### config.mk
export PLATFORM = sky130hd
export DESIGN_NAME = serial_bit_feeder
export DESIGN_NICKNAME = d
export VERILOG_FILES = /design/src/rtl/seq_pkg.sv /design/src/rtl/feed_pending_buf.sv /design/src/rtl/serial_bit_feeder.sv
export SDC_FILE = /design/constraint.sdc
export NUM_CORES = 1
export LEC_CHECK = 0
export BUFFER_PORTS_ARGS = -buffer_cell sky130_fd_sc_hd__buf_2
export CORE_MARGIN = 4
export CORE_UTILIZATION = 59
export DETAILED_ROUTE_END_ITERATION = 8
export PLACE_DENSITY_LB_ADDON = 0.2
export SYNTH_ARGS = -nofsm -noshare
export SYNTH_HDL_FRONTEND = slang
export SYNTH_SLANG_ARGS = --single-unit
### constraint.sdc
create_clock -name clk -period 2.6 [get_ports clk]
set_input_delay 0 -clock clk [delete_from_list [all_inputs] [get_ports clk]]
set_output_delay 0 -clock clk [all_outputs]
set_load 0.1 [all_outputs]
### src/rtl/seq_pkg.sv
// Shared types and constants for the serial feeder and the 1010 sequence detector.
package seq_pkg;

   typedef enum logic {FEED_IDLE, FEED_SHIFT} feed_state_t;

   localparam logic [3:0] SEQ_PATTERN = 4'b1010;

endpackage

### src/rtl/feed_pending_buf.sv
// Single-entry holding register that lets the next word wait while the shifter is busy.
module feed_pending_buf #(
   parameter int unsigned WIDTH = 8
) (
   input  logic             clk,
   input  logic             reset_n,
   input  logic             i_load,
   input  logic             i_unload,
   input  logic [WIDTH-1:0] i_data,
   output logic             o_full,
   output logic [WIDTH-1:0] o_data
);

   logic             r_full;
   logic [WIDTH-1:0] r_data;

   // Load and unload are never requested together by the feeder; load wins if they are.
   always_ff @(posedge clk or negedge reset_n) begin
      if (!reset_n) begin
         r_full <= 1'b0;
         r_data <= '0;
      end else if (i_load) begin
         r_full <= 1'b1;
         r_data <= i_data;
      end else if (i_unload) begin
         r_full <= 1'b0;
      end
   end

   assign o_full = r_full;
   assign o_data = r_data;

endmodule

### src/rtl/serial_bit_feeder.sv
// Serialises parallel words into the detector's single-bit stream, one bit per bit_en cycle,
// with a one-word pending buffer so consecutive words run back to back.
module serial_bit_feeder
   import seq_pkg::*;
#(
   parameter int unsigned WIDTH     = 8,
   parameter bit          MSB_FIRST = 1'b1,
   parameter logic        IDLE_BIT  = 1'b0
) (
   input  logic             clk,
   input  logic             reset_n,
   input  logic [WIDTH-1:0] data_in,
   input  logic             data_valid,
   output logic             data_ready,
   input  logic             bit_en,
   output logic             bit_out,
   output logic             bit_valid,
   output logic             frame_start,
   output logic             frame_done,
   output logic             busy
);

   localparam int unsigned   CW       = $clog2(WIDTH);
   localparam logic [CW-1:0] CNT_LAST = CW'(WIDTH - 1);
   localparam int unsigned   OUT_IDX  = MSB_FIRST ? WIDTH - 1 : 0;

   feed_state_t      r_state;
   logic [WIDTH-1:0] r_shreg;
   logic [CW-1:0]    r_cnt;
   logic             r_data_ready;

   logic             w_shift;
   logic             w_accept;
   logic             w_last;
   logic             w_load_pend;
   logic             w_unload;
   logic             w_pend_full;
   logic             w_pend_full_nxt;
   logic [WIDTH-1:0] w_pend_data;
   logic [WIDTH-1:0] w_shifted;

   assign w_shift  = (r_state == FEED_SHIFT);
   assign w_accept = data_valid & r_data_ready;
   assign w_last   = w_shift & bit_en & (r_cnt == '0);

   // A word accepted on the last-bit edge bypasses the pending slot and loads the shifter.
   assign w_load_pend     = w_accept & w_shift & ~w_last;
   assign w_unload        = w_last & w_pend_full;
   assign w_pend_full_nxt = (w_pend_full & ~w_unload) | w_load_pend;

   assign w_shifted = MSB_FIRST ? {r_shreg[WIDTH-2:0], 1'b0} : {1'b0, r_shreg[WIDTH-1:1]};

   feed_pending_buf #(.WIDTH(WIDTH)) u_pend (
      .clk      (clk),
      .reset_n  (reset_n),
      .i_load   (w_load_pend),
      .i_unload (w_unload),
      .i_data   (data_in),
      .o_full   (w_pend_full),
      .o_data   (w_pend_data)
   );

   always_ff @(posedge clk or negedge reset_n) begin
      if (!reset_n) begin
         r_state      <= FEED_IDLE;
         r_shreg      <= '0;
         r_cnt        <= '0;
         r_data_ready <= 1'b0;
      end else begin
         r_data_ready <= ~w_pend_full_nxt;
         case (r_state)
            FEED_IDLE: begin
               if (w_accept) begin
                  r_shreg <= data_in;
                  r_cnt   <= CNT_LAST;
                  r_state <= FEED_SHIFT;
               end
            end
            FEED_SHIFT: begin
               if (bit_en) begin
                  if (r_cnt != '0) begin
                     r_shreg <= w_shifted;
                     r_cnt   <= r_cnt - CW'(1);
                  end else if (w_pend_full) begin
                     r_shreg <= w_pend_data;
                     r_cnt   <= CNT_LAST;
                  end else if (w_accept) begin
                     r_shreg <= data_in;
                     r_cnt   <= CNT_LAST;
                  end else begin
                     r_state <= FEED_IDLE;
                  end
               end
            end
            default: r_state <= FEED_IDLE;
         endcase
      end
   end

   assign data_ready  = r_data_ready;
   assign bit_out     = w_shift ? r_shreg[OUT_IDX] : IDLE_BIT;
   assign bit_valid   = w_shift;
   assign frame_start = w_shift & (r_cnt == CNT_LAST);
   assign frame_done  = w_last;
   assign busy        = w_shift | w_pend_full;

endmodule

# Word level (Yosys, flattened, before mapping)
# Index checks and enable logic that the tools add are counted.
[totals] register_bits=22
[classes] n_addsub=1 eq_ne=2 muxes=18 bitwise_logic=14 n_reduce_logical=3
[ops] operator="$mux 8" count=4
[ops] operator="$pmux 8 s2" count=1
[ops] operator="$mux 3" count=4
[ops] operator="$and 1x1->1" count=8
[ops] operator="$mux 1" count=7
[ops] operator="$pmux 3 s2" count=1
[ops] operator="$not 1->1" count=4
[ops] operator="$eq 3x3->1 const B" count=1
[ops] operator="$logic_not 3->1" count=1
[ops] operator="$reduce_bool 3->1" count=1
[ops] operator="$sub 3x1->3 const B" count=1
[ops] operator="$ne 2x2->1 const B" count=1
[ops] operator="$or 1x1->1" count=2
[ops] operator="$pmux 1 s2" count=1
[ops] operator="$reduce_bool 2->1" count=1

# Longest topological paths before layout
[logic_depth] depth_word=7 ltp_mapped=6 depth_no_buf=5

# Cells and area by module
# From an unflattened synthesis, not the netlist that was laid out.
[hier_totals] cells_unflattened=131 area_unflattened_um2=1350.0
[by_module_without_submodules] mod="serial_bit_feeder" instances=1 cells_each=111 area_each_um2=980.9 seq_area_each_um2=325.3
[by_module_without_submodules] mod="feed_pending_buf" instances=1 cells_each=20 area_each_um2=369.1 seq_area_each_um2=225.2

# Least setup slack after synthesis
# OpenSTA, ideal clock, no wires.
[synth_timing] path_type="register -> output" from="register r_state (netlist: bit_valid)" to="output port frame_start" t_arrival_ns=2.064 path_slack_ns=0.536 path_stages_with_launch=3 n_path_buf=1 path_cell_list="dfrtp_1 buf_2 and3_1"
[synth_between] elab_chain_cells=1
[synth_rtl] element="from (decl)" line="serial_bit_feeder.sv:27" rtl="feed_state_t r_state;"
[synth_rtl] element="from (signal assigned)" line="serial_bit_feeder.sv:65" rtl="r_state <= FEED_IDLE;"
[synth_rtl] element="from (signal assigned)" line="serial_bit_feeder.sv:76" rtl="r_state <= FEED_SHIFT;"
[synth_rtl] element="from (signal assigned)" line="serial_bit_feeder.sv:91" rtl="r_state <= FEED_IDLE;"
[synth_rtl] element="$and 1x1->1" line="serial_bit_feeder.sv:103" rtl="assign frame_start = w_shift & (r_cnt == CNT_LAST);"
[synth_rtl] element="to (decl)" line="serial_bit_feeder.sv:18" rtl="output logic frame_start,"
# Every way passes these cells.

# Worst setup path after layout
[layout_timing] from="register r_cnt[0]" to="output port frame_done"
[layout_between] elab_chain_cells=2
[layout_rtl] element="from (decl)" line="serial_bit_feeder.sv:29" rtl="logic [CW-1:0] r_cnt;"
[layout_rtl] element="from (signal assigned)" line="serial_bit_feeder.sv:83" rtl="r_cnt <= r_cnt - CW'(1);"
[layout_rtl] element="$logic_not 3->1" line="serial_bit_feeder.sv:44" rtl="assign w_last = w_shift & bit_en & (r_cnt == '0);"
[layout_rtl] element="$and 1x1->1" line="serial_bit_feeder.sv:44"
[layout_rtl] element="to (decl)" line="serial_bit_feeder.sv:19" rtl="output logic frame_done,"
# Every way passes these cells.

==> impl_results.md <==
- Outcome: completed
- Maxcap violations: 0
- Post-layout net count: 150
- P per Cell Area: 1080 nW/µm²
- GRT Residual Overflow: 0
- Die boundary width: 53.1 µm
- Peak supply drop: 0.594 mV
- Final Hold Slack: 95.0 ps
- CP required: 2600 ps
- Largest family of logic cells by synthesized area: compound AO/OA/AOI/OAI gates
- Reg2reg path depth: 5
- Complex-gate fraction of the synthesized area: 0.183
- IO Port Bufs: 17
- Final Setup Violations: 0
- Die height: 53.1 µm
- DR vias/cell: 5.95
- CP Data Arrival Time: 2040 ps
- Starting Density: 0.619
- Clock buffer count from CTS: 3
- Max-slew headroom: 0.615
- Maximum clock rate: 0.490 GHz
- RSZ-0062 raised after global routing: no
- Routed Antenna Nets: 0
- Worst Hold Class: primary input to flop
- Post-synthesis sequential area ratio: 0.458
- Post-route DRC: 0
- IO Pins: 18
- Inserted Diodes: 0
- Root buf cell: clkbuf_4
- Power, Total: 1.53 mW
- Die area: 2820 µm²
- Mapped Cells: 111
- Drt pass-1 iters: 4
- Non-Filler Instances: 161
- GP Congestion: 0.749
- Synth Area in Adders: 0.0312
- Fraction of layout cells with a size suffix above 1: 0.231
- Multiplexer share of the synthesized area: 0.150
- Synth Warn #: 0
- Hold Path Cell Cnt: 3
- Clock-pin slew on the worst setup and hold paths: 120 ps
- Post-synth cell types: 33
- # Post-CTS Setup Buffers: 0
- DRT iter0 DRCs: 11
- Crit path kind: flop to output pin
- Total number of vias: 958
- Worst-Skew Late Latency: 310 ps
- Dpl cells: 148
- Post-synthesis xor/xnor area fraction: 0
- Startpoint Class: flop
- Pleak: 0.658 nW
- Post-synthesis simple-gate area fraction: 0.137
- Core ar.: 1940 µm²
- Register-to-register setup slack: 790 ps
- Slew Viols, Final: 0
- Synthesis-to-finish area growth: 17.6%
- # H-tree levels: 1
- Least-Margin Pin Slew: 576 ps
- Critical-path maximum fanout: 11
- Routed wire length: 2.54 mm
- Syn_area_per_cell: 10.8 µm²
- CTS sink cnt: 22
- CTS tree: done
- Max clock buf depth: 2
- Syn_nets: 126
- FP Rows: 16
- Final hold vios: 0
- Final worst path period need: 2040 ps
- Vias in the first global route: 939
- First-pass GRT wire length: 4.33 mm
- Yosys reg bits: 22
- DR WL/cell: 15.8 µm
- Initial antenna violation count: 0
- Clock skew: 1.95 ps
- Critical path endpoint category: output pin
- DP HPWL: 1.68 mm
- Gr usage total: 0.219
- Synth Cell Area: 1200 µm²
- Tcrit/Tclk final: 0.785
- Largest net degree at the start of global routing: 23
- Final setup TNS: 0 ps
[cells in the mapped netlist (all sizes together)]
cell      n  share of area
ha        3          0.031
a2bb2oi   7          0.051
nand2b    1         0.0052
o22ai     2          0.010
nand2    10          0.031
nor2      3         0.0094
a31oi     1         0.0052
mux2      8          0.075
mux2i     9          0.075
and4bb    1          0.010
clkbuf    3         0.0094
and4b     1         0.0083
or2       2          0.010
inv       4          0.012
a21oi     1         0.0042
nand3     9          0.037
o21a      1         0.0062
dfrtp    22           0.46
nor3      1         0.0042
and3      1         0.0052
o21ai     2         0.0083
o31ai     1         0.0062
and2      2          0.010
o32a      1         0.0083
o221ai    7          0.051
buf       4          0.019
o211a     1         0.0083
nor2b     1         0.0052
o211ai    2          0.024
[power breakdown]
part           switching (mW)  total [mW]  leakage (nW)  internal (mW)
logic                   0.447       0.716         0.368          0.269
clock network           0.104       0.189        0.0210         0.0856
registers               0.136       0.623         0.269          0.487
[final timing paths]
check                                             start                      endpoint
setup / recovery                   r_cnt[0]$_DFFE_PN0P_                    frame_done
hold / removal                               data_valid           bit_valid$_DFF_PN0_
setup reg to reg                   r_cnt[0]$_DFFE_PN0P_        r_shreg[1]$_DFFE_PN0P_
hold reg to reg            u_pend.o_data[6]$_DFFE_PN0P_  u_pend.o_data[6]$_DFFE_PN0P_
max in group asynchronous                       reset_n        r_shreg[0]$_DFFE_PN0P_
min in group asynchronous                       reset_n          data_ready$_DFF_PN0_
[cell type report]
type | count | area [µm²]
sequential | 22 | 551
timing repair buffer | 26 | 175
fill | 162 | 528
multi-input combinational | 78 | 603
inverter | 4 | 15.0
tap | 27 | 33.8
clock buffer | 4 | 36.3
[metal layers]
metal	track usage	wire length, µm	vias up
met3	0.0338	68	2
met4	0.102	22	0
met2	0.345	1300	18
li1	-	-	463
met5	0	0	-
met1	0.294	1150	475
[layout by cell type, fill, tap and decap left out, types with 2 or more instances in the layout]
| cell | synthesis | layout |
|---|---|---|
| o22ai_1 | 2 | 2 |
| nor2_1 | 3 | 3 |
| buf_2 | 3 | 17 |
| o21ai_0 | 2 | 2 |
| nand3_1 | 9 | 9 |
| mux2_2 | 5 | 5 |
| and2_1 | 2 | 2 |
| dfrtp_1 | 22 | 22 |
| dlygate4sd3_1 | 0 | 9 |
| o221ai_1 | 7 | 7 |
| mux2_1 | 3 | 3 |
| clkbuf_4 | 0 | 3 |
| nand2_1 | 10 | 10 |
| mux2i_1 | 9 | 9 |
| a2bb2oi_1 | 7 | 7 |
| ha_1 | 3 | 3 |
| inv_1 | 3 | 3 |
| or2_2 | 2 | 2 |
[flip-flops by register name (all words and copies together), names as in the netlist]
register       cells
r_cnt              3
u_pend.o_data      8
bit_valid          1
data_ready         1
r_shreg            8
u_pend.o_full      1
[worst max-delay path: stages (launching register included)]
cell,delay [ps]
dfrtp_1,430
inv_1,90
ha_1,220
and4b_1,480
buf_2,510
[kinds of logic after synthesis]
family / after synthesis
AO/OA/AOI/OAI: 26
adder cells (fa/ha/maj): 3
buffers and inverters: 11
flip-flops: 22
multiplexers: 17
AND/OR/NAND/NOR: 32
[timing repair]
item                                   4_1_cts  5_1_grt
endpoints found under the hold margin       30        0
resized for setup                            0        0
hold buffers                                 9        0
setup endpoints to repair                    0        0
[through the flow]
| stage | util | area [µm²] | setup slack, ps |
|---|---|---|---|
| after floorplan | - | 1200 | 536 |
| after global placement | 0.663 | 1290 | 900 |
| after detailed placement | 0.663 | 1290 | 854 |
| after CTS | 0.728 | 1410 | 530 |
| after global routing | 0.728 | 1410 | 419 |
| final | 0.728 | 1410 | 558 |
Note: power is estimated with default switching activity, not from simulation.
